[config.mk]
export PLATFORM = sky130hd
export DESIGN_NAME = sprite_rom_arbiter_flat
export DESIGN_NICKNAME = d
export VERILOG_FILES = /design/src/rtl/sprite_arb_pkg.sv /design/src/rtl/sprite_rom_arbiter_if.sv /design/src/rtl/sprite_rom_arbiter_rr_pick.sv /design/src/rtl/sprite_rom_arbiter.sv /design/src/flat_wrapper.sv
export SDC_FILE = /design/constraint.sdc
export NUM_CORES = 1
export LEC_CHECK = 0
export CORE_MARGIN = 1.5
export CORE_UTILIZATION = 45
export CTS_CLUSTER_SIZE = 8
export DETAILED_ROUTE_END_ITERATION = 10
export PLACE_DENSITY = 0.85
export SKIP_LAST_GASP = 1
export SLEW_MARGIN = 20
export SYNTH_ARGS = -nofsm -noshare
export SYNTH_HDL_FRONTEND = slang
export SYNTH_HIERARCHICAL = 1
export SYNTH_SLANG_ARGS = --single-unit
[constraint.sdc]
create_clock -name vga_clk -period 4.9 [get_ports vga_clk]
set_input_delay 0.735 -clock vga_clk [delete_from_list [all_inputs] [get_ports vga_clk]]
set_output_delay 0.735 -clock vga_clk [all_outputs]
set_load 0.005 [all_outputs]
[src/rtl/sprite_arb_pkg.sv]
// Shared defaults and types for the sprite ROM arbiter.
package sprite_arb_pkg;

   localparam int DEF_N_REQ    = 4;
   localparam int DEF_ADDR_W   = 12;
   localparam int DEF_DATA_W   = 5;
   localparam int DEF_MAX_WAIT = 64;
   localparam int WAIT_W       = 8;

   typedef logic [$clog2(DEF_N_REQ)-1:0] req_id_t;
   typedef logic [DEF_ADDR_W-1:0]        rom_addr_t;

endpackage

[src/rtl/sprite_rom_arbiter_if.sv]
// Requester/ROM side bundle of the sprite ROM arbiter.
interface sprite_rom_arbiter_if
   import sprite_arb_pkg::*;
#(
   parameter int N_REQ  = DEF_N_REQ,
   parameter int ADDR_W = DEF_ADDR_W,
   parameter int DATA_W = DEF_DATA_W
);

   logic [N_REQ-1:0]             req;
   logic [N_REQ-1:0][ADDR_W-1:0] req_addr;
   logic [N_REQ-1:0]             gnt;
   logic [ADDR_W-1:0]            rom_address;
   logic [DATA_W-1:0]            rom_q;
   logic [N_REQ-1:0]             rsp_valid;
   logic [DATA_W-1:0]            rsp_data;
   logic [N_REQ-1:0]             starved;
   logic                         clr_starved;

   modport master (
      output req, req_addr, rom_q, clr_starved,
      input  gnt, rom_address, rsp_valid, rsp_data, starved
   );

   modport slave (
      input  req, req_addr, rom_q, clr_starved,
      output gnt, rom_address, rsp_valid, rsp_data, starved
   );

endinterface

[src/rtl/sprite_rom_arbiter_rr_pick.sv]
// Combinational round-robin first-set finder: first request at or
// after ptr_i, wrapping from N-1 to 0.
module rr_pick #(
   parameter int N     = 4,
   parameter int IDX_W = $clog2(N)
) (
   input  logic [N-1:0]     req_i,
   input  logic [IDX_W-1:0] ptr_i,
   output logic [N-1:0]     gnt_o,
   output logic [IDX_W-1:0] idx_o,
   output logic             valid_o
);

   always_comb begin
      gnt_o   = '0;
      idx_o   = '0;
      valid_o = 1'b0;
      for (int i = 0; i < N; i++) begin
         if (!valid_o && req_i[i] && IDX_W'(i) >= ptr_i) begin
            valid_o  = 1'b1;
            gnt_o[i] = 1'b1;
            idx_o    = IDX_W'(i);
         end
      end
      // second pass covers the wrapped-around part below the pointer
      for (int i = 0; i < N; i++) begin
         if (!valid_o && req_i[i] && IDX_W'(i) < ptr_i) begin
            valid_o  = 1'b1;
            gnt_o[i] = 1'b1;
            idx_o    = IDX_W'(i);
         end
      end
   end

endmodule

[src/rtl/sprite_rom_arbiter.sv]
// Sprite ROM arbiter: requester 0 has absolute priority, the rest
// share round-robin; tracks wait time and flags starvation.
module sprite_rom_arbiter
   import sprite_arb_pkg::*;
#(
   parameter int N_REQ    = DEF_N_REQ,
   parameter int ADDR_W   = DEF_ADDR_W,
   parameter int DATA_W   = DEF_DATA_W,
   parameter int MAX_WAIT = DEF_MAX_WAIT
) (
   input logic                 vga_clk,
   input logic                 reset_n,
   sprite_rom_arbiter_if.slave arb_if
);

   localparam int IDX_W = $clog2(N_REQ);
   localparam logic [WAIT_W-1:0] MAX_W = WAIT_W'(MAX_WAIT);
   localparam logic [WAIT_W-1:0] SAT_W = '1;

   logic [N_REQ-1:0]           lp_req;
   logic [N_REQ-1:0]           lp_gnt;
   logic [IDX_W-1:0]           lp_idx;
   logic                       lp_valid;
   logic [N_REQ-1:0]           gnt;
   logic [ADDR_W-1:0]          rom_addr;
   logic [IDX_W-1:0]           rr_ptr_q, rr_ptr_d;
   logic [N_REQ-1:1][WAIT_W-1:0] wait_q, wait_d;
   logic [N_REQ-1:0]           starved_q, starved_d;
   logic [N_REQ-1:0]           rsp_valid_q;

   // bit 0 is masked so the finder's wrap to 0 behaves as a wrap to 1
   assign lp_req = {arb_if.req[N_REQ-1:1], 1'b0};

   rr_pick #(
      .N     (N_REQ),
      .IDX_W (IDX_W)
   ) u_rr_pick (
      .req_i   (lp_req),
      .ptr_i   (rr_ptr_q),
      .gnt_o   (lp_gnt),
      .idx_o   (lp_idx),
      .valid_o (lp_valid)
   );

   always_comb begin
      gnt = '0;
      if (arb_if.req[0]) begin
         gnt[0] = 1'b1;
      end else begin
         gnt = lp_gnt;
      end
   end

   always_comb begin
      rom_addr = '0;
      for (int i = 0; i < N_REQ; i++) begin
         if (gnt[i]) begin
            rom_addr = rom_addr | arb_if.req_addr[i];
         end
      end
   end

   always_comb begin
      rr_ptr_d = rr_ptr_q;
      if (!arb_if.req[0] && lp_valid) begin
         if (lp_idx == IDX_W'(N_REQ - 1)) begin
            rr_ptr_d = IDX_W'(1);
         end else begin
            rr_ptr_d = lp_idx + 1'b1;
         end
      end
   end

   always_comb begin
      wait_d    = '0;
      starved_d = '0;
      for (int i = 1; i < N_REQ; i++) begin
         if (arb_if.req[i] && !gnt[i]) begin
            wait_d[i] = (wait_q[i] == SAT_W) ? SAT_W : wait_q[i] + 1'b1;
         end
         // a fresh threshold hit beats a simultaneous clear
         if (wait_d[i] >= MAX_W) begin
            starved_d[i] = 1'b1;
         end else if (arb_if.clr_starved) begin
            starved_d[i] = 1'b0;
         end else begin
            starved_d[i] = starved_q[i];
         end
      end
   end

   always_ff @(posedge vga_clk or negedge reset_n) begin
      if (!reset_n) begin
         rr_ptr_q    <= IDX_W'(1);
         wait_q      <= '0;
         starved_q   <= '0;
         rsp_valid_q <= '0;
      end else begin
         rr_ptr_q    <= rr_ptr_d;
         wait_q      <= wait_d;
         starved_q   <= starved_d;
         rsp_valid_q <= gnt;
      end
   end

   assign arb_if.gnt         = gnt;
   assign arb_if.rom_address = rom_addr;
   assign arb_if.rsp_valid   = rsp_valid_q;
   assign arb_if.rsp_data    = arb_if.rom_q;
   assign arb_if.starved     = starved_q;

endmodule

[src/flat_wrapper.sv]
// flat-port wrapper written by rule: the top's interface ports become plain ports
module sprite_rom_arbiter_flat import sprite_arb_pkg::*;
#(
   parameter int N_REQ    = DEF_N_REQ,
   parameter int ADDR_W   = DEF_ADDR_W,
   parameter int DATA_W   = DEF_DATA_W,
   parameter int MAX_WAIT = DEF_MAX_WAIT
)
  (vga_clk, reset_n, arb_if_req, arb_if_req_addr, arb_if_rom_q, arb_if_clr_starved, arb_if_gnt, arb_if_rom_address, arb_if_rsp_valid, arb_if_rsp_data, arb_if_starved);
  sprite_rom_arbiter_if #(.N_REQ(N_REQ), .ADDR_W(ADDR_W), .DATA_W(DATA_W)) arb_if_i ();
  input logic vga_clk;
  input logic reset_n;
  input wire logic [$bits(arb_if_i.req)-1:0] arb_if_req;
  input wire logic [$bits(arb_if_i.req_addr)-1:0] arb_if_req_addr;
  input wire logic [$bits(arb_if_i.rom_q)-1:0] arb_if_rom_q;
  input wire logic [$bits(arb_if_i.clr_starved)-1:0] arb_if_clr_starved;
  output wire logic [$bits(arb_if_i.gnt)-1:0] arb_if_gnt;
  output wire logic [$bits(arb_if_i.rom_address)-1:0] arb_if_rom_address;
  output wire logic [$bits(arb_if_i.rsp_valid)-1:0] arb_if_rsp_valid;
  output wire logic [$bits(arb_if_i.rsp_data)-1:0] arb_if_rsp_data;
  output wire logic [$bits(arb_if_i.starved)-1:0] arb_if_starved;
  assign arb_if_i.req = arb_if_req;
  assign arb_if_i.req_addr = arb_if_req_addr;
  assign arb_if_i.rom_q = arb_if_rom_q;
  assign arb_if_i.clr_starved = arb_if_clr_starved;
  assign arb_if_gnt = arb_if_i.gnt;
  assign arb_if_rom_address = arb_if_i.rom_address;
  assign arb_if_rsp_valid = arb_if_i.rsp_valid;
  assign arb_if_rsp_data = arb_if_i.rsp_data;
  assign arb_if_starved = arb_if_i.starved;
  sprite_rom_arbiter #(.N_REQ(N_REQ), .ADDR_W(ADDR_W), .DATA_W(DATA_W), .MAX_WAIT(MAX_WAIT)) u_core (.vga_clk(vga_clk), .reset_n(reset_n), .arb_if(arb_if_i));
endmodule
==> results of run 1 <==
[metrics by stage]
step                      hold slack, ns  total power (uW)  std cells  util, %
after global placement            0.4669             558.9        329    63.51
after detailed placement          0.4716             563.1        329    63.51
after global routing              0.5112             801.8        337    65.49
after CTS                         0.4815             763.9        337    65.49
final                             0.4807             756.7        337    65.49
after floorplan                   0.4394             451.9        219        -
[state kept, by name, indices dropped and copies added (netlist names)]
signal / count
u_core/arb_if.rsp_valid: 4
u_core/arb_if.starved: 3
u_core/rr_ptr_q: 2
u_core/wait_q: 24
[final cells by class]
cell class	instances	area share [%]
flip-flops and latches	33	29.00
inverters	7	0.9215
clock inverters	3	0.6143
multi-input cells	159	37.47
repair buffers	78	27.29
clock buffers	5	2.413
well taps	52	2.282
[layer usage]
layer | share of wire [%] | track usage (%)
met3 | 6.9 | 5.916
met4 | 2.5 | 9.188
met1 | 42 | 23.96
met5 | 0 | 0
met2 | 48 | 31.85
[logic make-up after synthesis]
logic type                 synth area share [%]
AOI/OAI and AO/OA                         23.98
and+or+nand+nor                           19.91
DFF                                       40.75
buffers and inverters                     7.891
xor gates and xnor gates                  4.315
adders and majority gates                 2.466
other                                    0.1848
muxes                                    0.4932
[worst paths after layout]
check | from | cells past startpoint | end | slack, ns
max in group asynchronous | reset_n | 2 | u_core/rr_ptr_q[0]$_DFFE_PN1P_ | 3.73
worst max-delay path | arb_if_req[2] | 8 | arb_if_rom_address[2] | 0.91
min in group asynchronous | reset_n | 2 | u_core/wait_q[15]$_DFF_PN0_ | 0.84
worst max register to register | u_core/rr_ptr_q[0]$_DFFE_PN1P_ | 7 | u_core/arb_if.starved[1]$_DFFE_PN0P_ | 2.44
worst min-delay path | u_core/wait_q[0]$_DFF_PN0_ | 1 | u_core/wait_q[0]$_DFF_PN0_ | 0.48
worst min register to register | u_core/wait_q[0]$_DFF_PN0_ | 1 | u_core/wait_q[0]$_DFF_PN0_ | 0.48
[cells in the final DEF (no fill, tap or decap), types with 3 or more instances in the layout]
cell	instances
nand2b_1	5
nor2b_2	3
nand4_1	3
nand3_1	4
ha_1	4
a21oi_1	23
clkbuf_8	5
o21ai_0	4
dfrtp_1	32
xnor2_1	6
nor2_1	4
xor2_1	4
a31oi_1	3
a211o_1	3
and4b_1	3
clkdlybuf4s50_1	77
or2_2	3
inv_1	7
nand2_1	21
a22oi_1	24
conb_1	8
and3_1	4
[cells in the mapped netlist (2+ instances only)]
master and count:
inv_1 7, dfrtp_1 32, a22oi_1 24, nand3_1 4, nor4b_2 2, and4b_1 3
nor3_2 2, a211oi_2 2, o21ai_0 4, nand4_1 3, buf_6 2, nand2_1 21
ha_1 4, nor2b_1 2, nor3b_2 2, buf_4 9, nor2_1 4, nand2b_1 5
buf_2 7, a211o_1 3, a21oi_1 23, nor2b_2 3, xnor2_1 6, o21a_1 2
a31oi_1 3, and3_1 4, xor2_1 4, or2_2 3, and2_1 2, o21bai_1 2
[worst max-delay path: cells and delay by family]
kind                   cells  cell delay (ns)
buffers and inverters      2             1.09
AND/OR/NAND/NOR            4             1.02
AO/OA/AOI/OAI              2             0.40
[report_power, final]
group          internal [uW]  switching (uW)
registers                293            27.2
logic                    141            96.6
clock network           97.8             101
==> flow_summary.ini, run 1 <==
[routing]
vias = 1856
viasPerCell = 5.507
routedWlPerCell_um = 14.04
drt_iter0_drc = 108
ant_nets = 0
post-route-drc-count = 0
drt-pass1-iter-count = 4
routed_wl_um = 4731

[clocking]
cts_setup_buffers = 0
root_buffer = clkbuf_8
cts_buffer_depth = 2
numCtsBuffers = 5
postCtsHoldBufs = 0
htree_num_levels = 2
cts-resized-gates = 0
clk_latency_ns = 0.29
tritoncts = done
cts.sinks = 33
path_clk_slew_ns = 0.07

[layout]
area_growth_pct = 40.51
nets = 348
multi_input_area_um2 = 1069
final_area_um2 = 2851
register_area_um2 = 827.0
drive_gt1_share_pct = 9.474
antenna_cells = 0
filler_cell_count = 348

[status]
status = completed

[critical_path]
cpPeakStageDelay_ns = 0.59
cp_max_fo = 15
cp_slowest_cell = clkdlybuf4s50_1
path_class = in2out
arrival_ns = 3.25
cp.required_ns = 4.16
crit_top_cell = clkdlybuf4s50_1
startpoint_type = input port
end_kind = output pin
crit_chain = clkdlybuf4s50_1 > nor2b_1 > o21ai_0 > and3_1 > nor2b_2 > a22oi_1 > nand2_1 > clkdlybuf4s50_1

[yosys]
yosysWarnings = 6
ys_seq_elements = 33
synth_cell_types = 48
synth_edf_count = 0
syn_inst = 212
syn_avg_cell_area_um2 = 9.573
async_flop_share_pct = 100.0
netlist_area_um2 = 2029
ys_seq_area_share_pct = 40.75
synth_area_leader_cell = dfrtp_1
synth_flop_cell = dfrtp_1
synthTopCellsByArea = dfrtp_1 39%, a22oi_1 8.9%, a21oi_1 5.7%
netlist.area_leader.share_pct = 39.46

[timing]
fmax_ghz = 0.2507
period_minus_slack_ns = 3.989
rsz0062_at_grt = false
skew_ns = 0.005629
drv_slew = 0
max_slew.worst_pin.slew_ns = 0.6299
slew_headroom_pct = 57.82
setup_violations = 0
finalCritPeriodShare_pct = 81.42
setup_slack_ns = 0.9106
hold_viol_final = 0
setup-tns-final_ns = 0

[global_routing]
gr-total-overflow = 0
antenna_found_initial = 0
grt_pass1_wl_um = 7700
track_usage_pct = 19.66
grt_start_max_net_pins = 34
grt_pass1_vias = 1781

[worst_hold_path]
worstHoldPathType = reg2reg

[die]
dieWidth_um = 70.16
die_h_um = 70.16
ios = 89
rows = 24
dieArea_um2 = 4922
coreArea_um2 = 4354
start_util_pct = 46.61

[placed_design]
placed_area_um2 = 2765
pre_cts_ws_ns = 0.8975
gp_congestion = 0.7748
dpl.hpwl_um = 3502
io_buffers = 77

[job]
drv_cap = 0

[power_and_ir_drop]
p_leak_uw = 0.001222
ir_drop_mv = 0.1188
power_density_nw_per_um2 = 265.4
(Power assumes the default switching activity.)
==> run 2: changes to the inputs <==
CORE_UTILIZATION = 42   (was 45)
PLACE_DENSITY = 0.8   (was 0.85)
clock period = 4 ns   (was 4.9 ns; I/O delays follow)
==> run 2 against run 1 <==
Compared with the run above: sequential share of layout area down 0.40 points; clock power increased by 36%; hold slack got worse by 0.0014 ns; sequential power increased by 22%; utilization fell by 3.9 points; wire length is 1.9% higher; largest cell class unchanged; sequential cell count did not move; first-iteration DRC count rose by 13%; global-route usage shrank 0.33 points.
==> flow_summary.ini, run 2 (synthesized netlist as in run 1, its figures left out) <==
[status]
status = completed

[clocking]
numCtsBuffers = 5
cts_buffer_depth = 2
htree_num_levels = 2
cts-resized-gates = 0
root_buffer = clkbuf_8
cts.sinks = 33
clk_latency_ns = 0.28
cts_setup_buffers = 0
path_clk_slew_ns = 0.06
tritoncts = done
postCtsHoldBufs = 0

[routing]
drt_iter0_drc = 122
routed_wl_um = 4823
vias = 1848
drt-pass1-iter-count = 4
viasPerCell = 5.404
ant_nets = 0
routedWlPerCell_um = 14.10
post-route-drc-count = 0

[timing]
max_slew.worst_pin.slew_ns = 0.6340
fmax_ghz = 0.2772
drv_slew = 0
setup_violations = 0
skew_ns = 0.004969
rsz0062_at_grt = false
period_minus_slack_ns = 3.607
hold_viol_final = 0
slew_headroom_pct = 57.54
setup-tns-final_ns = 0
finalCritPeriodShare_pct = 90.18

[die]
start_util_pct = 43.25
rows = 25
dieWidth_um = 72.51
die_h_um = 72.51
ios = 89
dieArea_um2 = 5258
coreArea_um2 = 4692

[layout]
layout_common_cells = 77 x clkdlybuf4s50_1, 32 x dfrtp_1, 24 x a22oi_1
filler_cell_count = 388
fin_util_pct = 61.63
area_growth_pct = 42.48
antenna_cells = 0
nets = 351
largest_register = u_core/wait_q
largest_reg_flops = 24
drive_gt1_share_pct = 10.42
multi_input_area_um2 = 1069
final_common_cell = clkdlybuf4s50_1
register_area_um2 = 827.0

[critical_path]
cp.required_ns = 3.40
reg2reg_setup_slack_ns = 1.63
crit_end = arb_if_rom_address[1]
cpPeakStageDelay_ns = 0.58
reg2reg_depth = 7
startpoint_type = input port
cp_max_fo = 15
crit_top_cell = clkdlybuf4s50_1
crit_start = arb_if_req[2]
r2r-start = u_core/rr_ptr_q[0]$_DFFE_PN1P_
arrival_ns = 3.01
timing.rr.end = u_core/arb_if.starved[1]$_DFFE_PN0P_
crit_chain = clkdlybuf4s50_1 > nor2b_1 > o21ai_0 > and3_1 > nor2b_2 > a22oi_1 > nand2_1 > clkdlybuf4s50_1
path_class = in2out
end_kind = output pin
cp_slowest_cell = clkdlybuf4s50_1

[global_routing]
grt_pass1_wl_um = 7769
track_usage_pct = 19.33
grt_start_max_net_pins = 34
gr-total-overflow = 0
antenna_found_initial = 0
grt_pass1_vias = 1667

[placed_design]
gp_congestion = 0.7859
io_buffers = 77
dpl.hpwl_um = 3632

[power_and_ir_drop]
power_density_nw_per_um2 = 331.7
p_leak_uw = 0.001247
ir_drop_mv = 0.1500

[worst_hold_path]
worstHoldPathType = reg2reg

[job]
drv_cap = 0
[run 2: worst min path at each step]
| stage | start | to | slack, ns | cells after the start |
|---|---|---|---|---|
| finish | u_core/wait_q[0]$_DFF_PN0_ | u_core/wait_q[0]$_DFF_PN0_ | 0.48 | 1 |
| global route | u_core/arb_if.starved[2]$_DFFE_PN0P_ | u_core/arb_if.starved[2]$_DFFE_PN0P_ | 0.51 | 1 |
| CTS | u_core/wait_q[0]$_DFF_PN0_ | u_core/wait_q[0]$_DFF_PN0_ | 0.49 | 1 |
| detailed placement | u_core/wait_q[0]$_DFF_PN0_ | u_core/wait_q[0]$_DFF_PN0_ | 0.48 | 1 |
| global placement | u_core/wait_q[0]$_DFF_PN0_ | u_core/wait_q[0]$_DFF_PN0_ | 0.47 | 1 |
| floorplan | reset_n | u_core/arb_if.rsp_valid[0]$_DFF_PN0_ | 0.30 | 0 |
[run 2: critical path, delay by kind of cell]
kind	cells	cell delay, ns
compound gates	2	0.32
simple gates	4	0.99
buf+inv	2	1.09
[run 2: stage by stage]
stage | worst slack, ns | instance area [um2] | power (uW) | instances | hold slack [ns]
3_3_place_gp | 0.4258 | 2790 | 692.1 | 334 | 0.4667
4_1_cts | 0.3712 | 2892 | 970.9 | 342 | 0.4884
2_1_floorplan | 1.720 | 2056 | 553.5 | 219 | 0.3044
3_5_place_dp | 0.3825 | 2790 | 697.4 | 334 | 0.4796
5_1_grt | 0.2264 | 2892 | 1019 | 342 | 0.5097
6_report | 0.3928 | 2892 | 959.1 | 342 | 0.4793
[run 2: report_power, final]
group          internal, uW  switching [uW]  leakage [uW]
Sequential              359            32.1      0.000445
Clock                   155             115     0.0000542
Combinational           177             122      0.000748
[run 2: area by class of cell]
| cell class | count | area share (%) |
|---|---|---|
| clock buffer | 7 | 3.332 |
| sequential | 33 | 28.60 |
| clock inverter | 1 | 0.1731 |
| multi-input combinational | 159 | 36.95 |
| timing repair buffer | 81 | 27.69 |
| inverter | 7 | 0.9087 |
| tap | 54 | 2.337 |
[run 2: routing by layer]
metal  part of all wire, %  track usage [%]  wire length (um)
met1                    42            23.29              2015
met2                    48            32.00              2326
met3                   7.1            5.556               344
met4                   2.8            8.805               136
met5                     0                0                 0
